===== config.mk =====
export PLATFORM = sky130hd
export DESIGN_NAME = arcade_input_mapper_flat
export DESIGN_NICKNAME = d
export VERILOG_FILES = /design/src/rtl/arcade_input_mapper_pkg.sv /design/src/rtl/arcade_input_mapper_if.sv /design/src/rtl/arcade_input_mapper_coin_pulse_gen.sv /design/src/rtl/arcade_input_mapper.sv /design/src/flat_wrapper.sv
export SDC_FILE = /design/constraint.sdc
export NUM_CORES = 1
export LEC_CHECK = 0
export CAP_MARGIN = 25
export CORE_UTILIZATION = 51
export DETAILED_ROUTE_END_ITERATION = 6
export GPL_TIMING_DRIVEN = 0
export PLACE_DENSITY = 0.92
export SETUP_SLACK_MARGIN = 0.15
export SLEW_MARGIN = 10
export SYNTH_ARGS = -nofsm -noshare
export SYNTH_HDL_FRONTEND = slang
export SYNTH_HIERARCHICAL = 1
export SYNTH_SLANG_ARGS = --single-unit

===== constraint.sdc =====
create_clock -name clk_sys -period 4 [get_ports clk_sys]
set_input_delay 0.8 -clock clk_sys [delete_from_list [all_inputs] [get_ports clk_sys]]
set_output_delay 0.8 -clock clk_sys [all_outputs]
set_load 0.01 [all_outputs]

===== src/rtl/arcade_input_mapper_pkg.sv =====
// Shared constants for the arcade input mapper: scan codes, joystick and
// CSJUDLR bit positions, key-latch bundle and coin FSM states.
package arcade_input_pkg;

  // Arrow codes compare only the low byte, so the extended prefix is ignored.
  localparam logic [7:0] SC_UP    = 8'h75;
  localparam logic [7:0] SC_DOWN  = 8'h72;
  localparam logic [7:0] SC_LEFT  = 8'h6B;
  localparam logic [7:0] SC_RIGHT = 8'h74;

  localparam logic [8:0] SC_SPACE  = 9'h029;
  localparam logic [8:0] SC_CTRL   = 9'h014;
  localparam logic [8:0] SC_START1 = 9'h005;
  localparam logic [8:0] SC_START2 = 9'h006;
  localparam logic [8:0] SC_COIN   = 9'h02E;

  localparam int PS2_STROBE  = 10;
  localparam int PS2_PRESSED = 9;

  localparam int JOY_R      = 0;
  localparam int JOY_L      = 1;
  localparam int JOY_D      = 2;
  localparam int JOY_U      = 3;
  localparam int JOY_FIRE   = 4;
  localparam int JOY_START1 = 5;
  localparam int JOY_START2 = 6;

  localparam int B_RIGHT = 0;
  localparam int B_LEFT  = 1;
  localparam int B_DOWN  = 2;
  localparam int B_UP    = 3;
  localparam int B_FIRE  = 4;
  localparam int B_START = 5;
  localparam int B_COIN  = 6;

  typedef struct packed {
    logic up;
    logic down;
    logic left;
    logic right;
    logic fire_space;
    logic fire_ctrl;
    logic start1;
    logic start2;
    logic coin;
  } keys_t;

  typedef enum logic [1:0] {
    IDLE  = 2'd0,
    PULSE = 2'd1,
    HOLD  = 2'd2
  } coin_state_e;

endpackage


===== src/rtl/arcade_input_mapper_if.sv =====
// Player-input bundle between the HPS/joystick side and the galaxian core.
interface arcade_input_mapper_if;
  logic [10:0] ps2_key;
  logic [15:0] joystick_0;
  logic [15:0] joystick_1;
  logic        rotate;
  logic [6:0]  P1_CSJUDLR;
  logic [6:0]  P2_CSJUDLR;
  logic        coin_busy;

  modport master (
    output ps2_key, joystick_0, joystick_1, rotate,
    input  P1_CSJUDLR, P2_CSJUDLR, coin_busy
  );

  modport slave (
    input  ps2_key, joystick_0, joystick_1, rotate,
    output P1_CSJUDLR, P2_CSJUDLR, coin_busy
  );
endinterface


===== src/rtl/arcade_input_mapper_coin_pulse_gen.sv =====
// Fixed-length coin pulse from the rising edge of a request; further requests
// are ignored until the request has been released after the pulse.
module coin_pulse_gen
  import arcade_input_pkg::*;
#(
  parameter int COIN_PULSE_CYCLES = 1200000,
  parameter int CNT_W             = 21
) (
  input  logic clk_sys,
  input  logic reset_n,
  input  logic req,
  output logic coin,
  output logic busy
);

  localparam logic [CNT_W-1:0] CNT_LOAD = CNT_W'(COIN_PULSE_CYCLES - 1);
  localparam logic [CNT_W-1:0] CNT_ONE  = CNT_W'(1);

  coin_state_e      r_state;
  coin_state_e      w_state_next;
  logic [CNT_W-1:0] r_cnt;
  logic [CNT_W-1:0] w_cnt_next;
  logic             r_req_d;
  logic             w_rise;

  assign w_rise = req & ~r_req_d;

  always_ff @(posedge clk_sys or negedge reset_n) begin
    if (!reset_n) begin
      r_state <= IDLE;
      r_cnt   <= '0;
      r_req_d <= 1'b0;
    end else begin
      r_state <= w_state_next;
      r_cnt   <= w_cnt_next;
      r_req_d <= req;
    end
  end

  always_comb begin
    w_state_next = r_state;
    w_cnt_next   = r_cnt;
    case (r_state)
      IDLE: begin
        if (w_rise) begin
          w_state_next = PULSE;
          w_cnt_next   = CNT_LOAD;
        end
      end
      PULSE: begin
        if (r_cnt == '0) begin
          w_state_next = HOLD;
        end else begin
          w_cnt_next = r_cnt - CNT_ONE;
        end
      end
      HOLD: begin
        // Wait for a full release so a held key cannot retrigger.
        if (!req) begin
          w_state_next = IDLE;
        end
      end
      default: begin
        w_state_next = IDLE;
      end
    endcase
  end

  assign coin = (r_state == PULSE);
  assign busy = (r_state != IDLE);

endmodule


===== src/rtl/arcade_input_mapper.sv =====
// Keyboard/joystick merge for the galaxian core: ps2 strobe decode into held
// latches, orientation remap, coin pulse, and registered CSJUDLR outputs.
module arcade_input_mapper
  import arcade_input_pkg::*;
#(
  parameter int COIN_PULSE_CYCLES = 1200000,
  parameter int CNT_W             = 21
) (
  input  logic                  clk_sys,
  input  logic                  reset_n,
  arcade_input_mapper_if.slave  bus
);

  logic       r_old_strobe;
  keys_t      r_keys;
  keys_t      w_keys_next;
  logic       w_event;
  logic       w_pressed;
  logic [8:0] w_code;
  logic [6:0] w_joy;
  logic       w_up;
  logic       w_down;
  logic       w_left;
  logic       w_right;
  logic       w_fire;
  logic       w_start1;
  logic       w_start2;
  logic       w_coin_req;
  logic       w_coin;
  logic       w_busy;
  logic [6:0] w_p1_next;
  logic [6:0] w_p2_next;
  logic [6:0] r_p1;
  logic [6:0] r_p2;

  assign w_event   = bus.ps2_key[PS2_STROBE] ^ r_old_strobe;
  assign w_pressed = bus.ps2_key[PS2_PRESSED];
  assign w_code    = bus.ps2_key[8:0];
  assign w_joy     = bus.joystick_0[6:0] | bus.joystick_1[6:0];

  always_comb begin
    w_keys_next = r_keys;
    if (w_event) begin
      if (w_code[7:0] == SC_UP) begin
        w_keys_next.up = w_pressed;
      end else if (w_code[7:0] == SC_DOWN) begin
        w_keys_next.down = w_pressed;
      end else if (w_code[7:0] == SC_LEFT) begin
        w_keys_next.left = w_pressed;
      end else if (w_code[7:0] == SC_RIGHT) begin
        w_keys_next.right = w_pressed;
      end else begin
        case (w_code)
          SC_SPACE:  w_keys_next.fire_space = w_pressed;
          SC_CTRL:   w_keys_next.fire_ctrl  = w_pressed;
          SC_START1: w_keys_next.start1     = w_pressed;
          SC_START2: w_keys_next.start2     = w_pressed;
          SC_COIN:   w_keys_next.coin       = w_pressed;
          default:   ;
        endcase
      end
    end
  end

  // Horizontal cabinet: the screen is turned a quarter, so directions rotate.
  always_comb begin
    if (bus.rotate) begin
      w_up    = r_keys.left  | w_joy[JOY_L];
      w_down  = r_keys.right | w_joy[JOY_R];
      w_left  = r_keys.down  | w_joy[JOY_D];
      w_right = r_keys.up    | w_joy[JOY_U];
    end else begin
      w_up    = r_keys.up    | w_joy[JOY_U];
      w_down  = r_keys.down  | w_joy[JOY_D];
      w_left  = r_keys.left  | w_joy[JOY_L];
      w_right = r_keys.right | w_joy[JOY_R];
    end
  end

  assign w_fire     = r_keys.fire_space | r_keys.fire_ctrl | w_joy[JOY_FIRE];
  assign w_start1   = r_keys.start1 | w_joy[JOY_START1];
  assign w_start2   = r_keys.start2 | w_joy[JOY_START2];
  assign w_coin_req = w_start1 | w_start2 | r_keys.coin;

  coin_pulse_gen #(
    .COIN_PULSE_CYCLES (COIN_PULSE_CYCLES),
    .CNT_W             (CNT_W)
  ) u_coin (
    .clk_sys (clk_sys),
    .reset_n (reset_n),
    .req     (w_coin_req),
    .coin    (w_coin),
    .busy    (w_busy)
  );

  always_comb begin
    w_p1_next          = '0;
    w_p1_next[B_RIGHT] = w_right;
    w_p1_next[B_LEFT]  = w_left;
    w_p1_next[B_DOWN]  = w_down;
    w_p1_next[B_UP]    = w_up;
    w_p1_next[B_FIRE]  = w_fire;
    w_p1_next[B_START] = w_start1;
    w_p1_next[B_COIN]  = w_coin;
    w_p2_next          = w_p1_next;
    w_p2_next[B_START] = w_start2;
    w_p2_next[B_COIN]  = 1'b0;
  end

  always_ff @(posedge clk_sys or negedge reset_n) begin
    if (!reset_n) begin
      r_old_strobe <= 1'b0;
      r_keys       <= '0;
      r_p1         <= '0;
      r_p2         <= '0;
    end else begin
      r_old_strobe <= bus.ps2_key[PS2_STROBE];
      r_keys       <= w_keys_next;
      r_p1         <= w_p1_next;
      r_p2         <= w_p2_next;
    end
  end

  assign bus.P1_CSJUDLR = r_p1;
  assign bus.P2_CSJUDLR = r_p2;
  assign bus.coin_busy  = w_busy;

endmodule

===== src/flat_wrapper.sv =====
// flat-port wrapper written by rule: the top's interface ports become plain ports
module arcade_input_mapper_flat import arcade_input_pkg::*;
#(
  parameter int COIN_PULSE_CYCLES = 1200000,
  parameter int CNT_W             = 21
)
  (clk_sys, reset_n, bus_ps2_key, bus_joystick_0, bus_joystick_1, bus_rotate, bus_P1_CSJUDLR, bus_P2_CSJUDLR, bus_coin_busy);
  arcade_input_mapper_if bus_i ();
  input  logic clk_sys;
  input  logic reset_n;
  input wire logic [$bits(bus_i.ps2_key)-1:0] bus_ps2_key;
  input wire logic [$bits(bus_i.joystick_0)-1:0] bus_joystick_0;
  input wire logic [$bits(bus_i.joystick_1)-1:0] bus_joystick_1;
  input wire logic [$bits(bus_i.rotate)-1:0] bus_rotate;
  output wire logic [$bits(bus_i.P1_CSJUDLR)-1:0] bus_P1_CSJUDLR;
  output wire logic [$bits(bus_i.P2_CSJUDLR)-1:0] bus_P2_CSJUDLR;
  output wire logic [$bits(bus_i.coin_busy)-1:0] bus_coin_busy;
  assign bus_i.ps2_key = bus_ps2_key;
  assign bus_i.joystick_0 = bus_joystick_0;
  assign bus_i.joystick_1 = bus_joystick_1;
  assign bus_i.rotate = bus_rotate;
  assign bus_P1_CSJUDLR = bus_i.P1_CSJUDLR;
  assign bus_P2_CSJUDLR = bus_i.P2_CSJUDLR;
  assign bus_coin_busy = bus_i.coin_busy;
  arcade_input_mapper #(.COIN_PULSE_CYCLES(COIN_PULSE_CYCLES), .CNT_W(CNT_W)) u_core (.clk_sys(clk_sys), .reset_n(reset_n), .bus(bus_i));
endmodule

==> results.ini, run 1 <==
[finish]
layout_common_cells=42 x dfrtp_1, 39 x clkdlybuf4s50_1, 15 x nand2_1
layout.nets=299
final_common_cell=dfrtp_1
antenna_cells=0
drive_gt1_frac=0.119
syn2layout_area_growth_pct=27.0

[die]
die_y_um=66.7
die_area_sq_mm=0.00445
io_pins=61
std_cell_rows=23
fp.coreArea_sq_mm=0.00400
die_x_um=66.7
start_util=0.534

[worst_setup_path]
required_ps=4130
cp-start-kind=input port
max_stage_delay_ps=430
timing.rr.start=u_core/u_coin/r_cnt[3]$_DFFE_PN0P_
cp-startpoint=bus_joystick_1[5]
timing.rr.end=u_core/u_coin/r_cnt[14]$_DFFE_PN0P_
cpMaxStageDelayCell=clkbuf_1
cp_common_cell=or3_1
cp_cell_sequence=clkdlybuf4s50_1, or3_1, or3_1, nor2b_1, nand2b_1, clkbuf_1, o21ai_0
worstSetupEndpointType=register
critPathKind=in -> reg
crit_fanout=10
r2r_slack_ps=1650
arrival_ps=3010
crit_path_end=u_core/u_coin/r_cnt[11]$_DFFE_PN0P_
rr_worst_depth=6

[drt]
routed_wl_mm=4.88
via_per_inst=5.67
ant_nets=0
drc=0
wl_per_cell_um=16.2
drt_pass1_iterations=4
vias=1711
dr.first_iter.drc_count=150

[flow_run]
cap_violations=0

[placement]
gp_congestion=0.831
hpwl_mm=3.83
portBuffers=40

[clock_network]
clkTransAtPathRegs_ps=80
cts_buffer_depth=2
postCtsResizedCells=0
cts_tree=built
cts_setup_buffers=0
ctsRootBufferMaster=clkbuf_8
cts_made_buffers=5
hold_buffers=0
clock_latency_ps=300
cts-htree-levels=2
cts.sinks=42

[timing]
drv_slew=0
finalSetupViolCount=0
fin_crit_ps=2870
fin_tns_setup_ps=0
worst_pin_slew_ps=670
hold_viol=0
relSlewSlack=0.550
rsz0062_at_grt=false
fmax_mhz=348
period_share=0.718
skew_ps=10.5

[synthesis]
ys_seq_area_frac=0.492
ys_ff_latch=42
synthAdderAreaFrac=0.0117
syn-num-nets=251
synth-xor-area-share=0.0369
synth_top_cell_by_area=dfrtp_1
syn_area_per_cell_sq_um=10.5
synth_top_family_by_area=simple AND/OR/NAND/NOR gates
synth_cells=203
synth_simple_gate_area_frac=0.261
synth_compound_area_frac=0.0709
synth_area_sq_mm=0.00214
ys_warn_count=6
synth_cell_type_count=45
synthMuxAreaShare=0.0896
yosysTopAreaCellShare=0.492
synth_area_leaders=dfrtp_1 49%, mux2i_1 4.2%, xnor2_1 3.7%

[global_route]
grt_overflow=0
gr-usage-all-layers=0.238
grt_max_degree=24
antenna_found_initial=0
grt_pass1_vias=1779
grt_pass1_wl_mm=7.80

[power]
total_power_mw=1.01
power_density_mw_per_mm2=373
p_leak_nw=1.08
vdd_ir_drop_max_uv=176

[hold_path]
hp-class=in -> async

[run_status]
outcome=completed

-- state kept, by name, summed over array words and instances, names as in the netlist --
signal                 count
u_core/r_old_strobe        1
u_core/bus.P2_CSJUDLR      1
u_core/bus.P1_CSJUDLR      7
u_core/u_coin/r_req_d      1
u_core/r_keys              9
u_core/u_coin/r_cnt       21
u_core/u_coin/r_state      2
-- cell families (layout without fill, tap and decap cells) --
kind of cell	Yosys count	count (layout)
simple gates	93	93
flops	42	42
compound gates	24	24
mux	18	18
buf+inv	14	63
xor+xnor	9	9
fa+ha+maj	2	2
other cells	1	1
-- routing by layer --
layer,share of wire,up-vias,GRT usage
met4,0.022,0,0.106
li1,-,830,-
met5,0,-,0
met1,0.41,826,0.267
met2,0.54,43,0.419
met3,0.033,12,0.0616
-- area by class of cell --
cell class | instances | area (sq um)
clock inverter | 1 | 5.00
fill | 297 | 1290
timing repair buffer | 41 | 423
inverter | 3 | 11.3
tap | 50 | 62.6
sequential | 42 | 1050
multi-input combinational | 147 | 1010
buffer | 11 | 66.3
clock buffer | 7 | 86.3
-- power breakdown --
part           switching, mW  total (mW)  internal, mW
registers             0.0415       0.511         0.469
clock network          0.140       0.279         0.139
logic                  0.114       0.221         0.106
total                  0.296        1.01         0.715
-- synth_stat cells, drive strengths merged --
master	instances
dfrtp	42
nand2	15
nor2	13
nor3	10
a21oi	9
mux2	9
mux2i	9
nor4	9
xnor2	9
buf	8
or3	8
nand2b	5
a211oi	4
nand3	4
nand4b	4
o21ai	4
or4	4
and3	3
clkbuf	3
inv	3
or2	3
or4b	3
a2111oi	2
and2	2
ha	2
nor2b	2
a31oi	1
and4	1
conb	1
nand3b	1
nand4	1
nand4bb	1
nor3b	1
nor4b	1
o21a	1
o21bai	1
o311ai	1
o31a	1
or2b	1
or3b	1
-- worst min path at each step --
stage / from / endpoint
detailed placement: u_core/r_keys[3]$_DFFE_PN0P_ / u_core/bus.P1_CSJUDLR[4]$_DFF_PN0_
global placement: u_core/r_keys[3]$_DFFE_PN0P_ / u_core/bus.P1_CSJUDLR[4]$_DFF_PN0_
global route: reset_n / u_core/u_coin/r_cnt[11]$_DFFE_PN0P_
CTS: reset_n / u_core/u_coin/r_cnt[11]$_DFFE_PN0P_
floorplan: u_core/r_keys[3]$_DFFE_PN0P_ / u_core/bus.P1_CSJUDLR[4]$_DFF_PN0_
finish: reset_n / u_core/bus.P1_CSJUDLR[4]$_DFF_PN0_
-- through the flow --
stage / setup WS (ps) / hold slack, ps / cell area [sq um] / utilization / std cells
after floorplan: 1650 / 431 / 2140 / - / 203
after global placement: 880 / 450 / 2600 / 0.650 / 293
after detailed placement: 856 / 468 / 2620 / 0.655 / 294
after CTS: 1170 / 471 / 2710 / 0.678 / 302
after global routing: 1040 / 491 / 2710 / 0.678 / 302
final: 1130 / 464 / 2710 / 0.678 / 302
-- worst max-delay path, delay by kind of cell --
kind                   cells  cell delay [ps]
AND/OR/NAND/NOR            4             1190
AO/OA/AOI/OAI              1              190
buffers and inverters      2              830
No activity file was read; power rests on OpenSTA's default activity.
==> run 2, diff against run 1 <==
CORE_UTILIZATION = 43   (was 51)
PLACE_DENSITY = 0.83   (was 0.92)
clock period = 2.51 ns   (was 4 ns; I/O delays follow)
==> results.ini, run 2 (same netlist as run 1, synthesis figures left out) <==
[global_route]
grt_max_degree=30  ; +25%
gr-usage-all-layers=0.189  ; -0.0497
antenna_found_initial=0  ; unchanged
grt_pass1_vias=1682  ; -5.5%
grt_overflow=0  ; unchanged
grt_pass1_wl_mm=7.56  ; -3.1%

[finish]
post-route-util=0.582  ; -0.0958
largest_reg_flops=21  ; unchanged
final_common_cell=dfrtp_1
antenna_cells=0  ; unchanged
layout.nets=299  ; unchanged
drive_gt1_frac=0.147  ; +0.0278
layout_common_cells=42 x dfrtp_1, 39 x clkdlybuf4s50_1, 15 x nand2_1
design_area_sq_mm=0.00277  ; +2.1%
syn2layout_area_growth_pct=29.6
max_flop_register=u_core/u_coin/r_cnt

[worst_setup_path]
arrival_ps=2450  ; -560 ps
max_stage_delay_ps=400  ; -30 ps
cp-start-kind=input port
cp_cell_sequence=clkdlybuf4s50_1, or3_1, or3_4, nor2b_2, nor2b_1, buf_1, nor3_1, a21oi_1
timing.rr.end=u_core/u_coin/r_cnt[4]$_DFFE_PN0P_
worstSetupEndpointType=register
cpMaxStageDelayCell=clkdlybuf4s50_1
timing.rr.start=u_core/u_coin/r_cnt[14]$_DFFE_PN0P_
required_ps=2680  ; -1450 ps
crit_fanout=7  ; -3
rr_worst_depth=6  ; unchanged
r2r_slack_ps=320  ; -1330 ps
critPathKind=in -> reg

[drt]
routed_wl_mm=4.33  ; -11%
dr.first_iter.drc_count=100  ; -33%
wl_per_cell_um=13.6  ; -16%
drt_pass1_iterations=4  ; unchanged
drc=0  ; unchanged
via_per_inst=5.28  ; -6.9%
vias=1683  ; -1.6%
ant_nets=0  ; unchanged

[placement]
place_area_sq_mm=0.00264  ; +0.53%
hpwl_mm=3.35  ; -12%
post-place-ws_ps=-298  ; -1150 ps
gp_congestion=0.855  ; +3.0%
portBuffers=40  ; unchanged

[timing]
drv_slew=0  ; unchanged
setup_ws_ps=229  ; -899 ps
fmax_mhz=438
finalSetupViolCount=0  ; unchanged
whs_ps=88.1  ; -376 ps
skew_ps=9.75  ; -0.792 ps
hold_viol=0  ; unchanged
period_share=0.909
fin_crit_ps=2280
worst_pin_slew_ps=658  ; -12.2 ps
relSlewSlack=0.559  ; +0.00819
rsz0062_at_grt=false

[clock_network]
cts_tree=built
cts_made_buffers=5  ; unchanged
ctsRootBufferMaster=clkbuf_8
clkTransAtPathRegs_ps=90  ; about the same
cts_buffer_depth=2  ; unchanged
cts.sinks=42  ; unchanged
cts-htree-levels=2  ; unchanged
hold_buffers=0  ; unchanged
clock_latency_ps=300  ; about the same

[die]
io_pins=61  ; unchanged
die_x_um=72.5  ; +8.6%
start_util=0.449  ; -0.0847
die_area_sq_mm=0.00525  ; +18%
die_y_um=72.5  ; +8.6%
fp.coreArea_sq_mm=0.00475  ; +19%
std_cell_rows=25  ; +8.7%

[power]
vdd_ir_drop_max_uv=346  ; +96%
power_density_mw_per_mm2=587  ; +58%
p_leak_nw=1.09  ; +0.70%
total_power_mw=1.63  ; +61%

[run_status]
outcome=completed

[flow_run]
cap_violations=0  ; unchanged

[hold_path]
hp-class=in -> async

[run 2: worst max-delay path, delay by kind of cell]
family / cells / cell delay [ps]
AND/OR/NAND/NOR: 5 / 1310
buffers and inverters: 2 / 580
AO/OA/AOI/OAI: 1 / 60
[run 2: cell type report]
cell class / count / area (sq um)
clock buffer: 6 / 82.6
fill: 423 / 1990
clock inverter: 2 / 16.3
tap: 67 / 83.8
multi-input combinational: 147 / 1040
buffer: 11 / 70.1
timing repair buffer: 41 / 415
sequential: 42 / 1050
inverter: 3 / 11.3
[run 2: timing repair]
action | in CTS | in global routing
gates cloned | 0 | 0
pin swaps | 0 | 1
endpoints found under the setup margin | 10 | 8
setup buffers | 0 | 0
resized for setup | 1 | 10
[run 2: routing by layer]
| metal | global-route usage | vias to the layer above | share of wire |
|---|---|---|---|
| met3 | 0.0514 | 8 | 0.046 |
| li1 | - | 829 | - |
| met5 | 0 | - | 0 |
| met1 | 0.232 | 808 | 0.44 |
| met4 | 0.0763 | 0 | 0.017 |
| met2 | 0.314 | 38 | 0.50 |
[run 2: metrics by stage]
| step | std cells | setup TNS, ps |
|---|---|---|
| after floorplan | 203 | 0 |
| after global placement | 310 | -4920 |
| after detailed placement | 311 | -2650 |
| after CTS | 319 | 0 |
| after global routing | 319 | 0 |
| final | 319 | 0 |
[run 2: worst max path at each step]
stage / endpoint / cells past startpoint / startpoint / slack (ps)
4_1_cts: u_core/u_coin/r_cnt[19]$_DFFE_PN0P_ / 8 / bus_joystick_1[5] / 210
2_1_floorplan: u_core/u_coin/r_cnt[18]$_DFFE_PN0P_ / 5 / u_core/u_coin/r_cnt[14]$_DFFE_PN0P_ / 450
3_5_place_dp: u_core/u_coin/r_cnt[20]$_DFFE_PN0P_ / 7 / bus_joystick_1[5] / -300
5_1_grt: u_core/u_coin/r_cnt[2]$_DFFE_PN0P_ / 8 / bus_joystick_1[5] / 140
6_report: u_core/u_coin/r_cnt[2]$_DFFE_PN0P_ / 8 / bus_joystick_1[5] / 230
3_3_place_gp: u_core/u_coin/r_cnt[14]$_DFFE_PN0P_ / 7 / bus_joystick_1[5] / -290
[run 2: power breakdown]
part	internal [mW]	switching (mW)	total, mW
Clock	0.226	0.242	0.468
Sequential	0.747	0.0632	0.811
Combinational	0.171	0.175	0.347
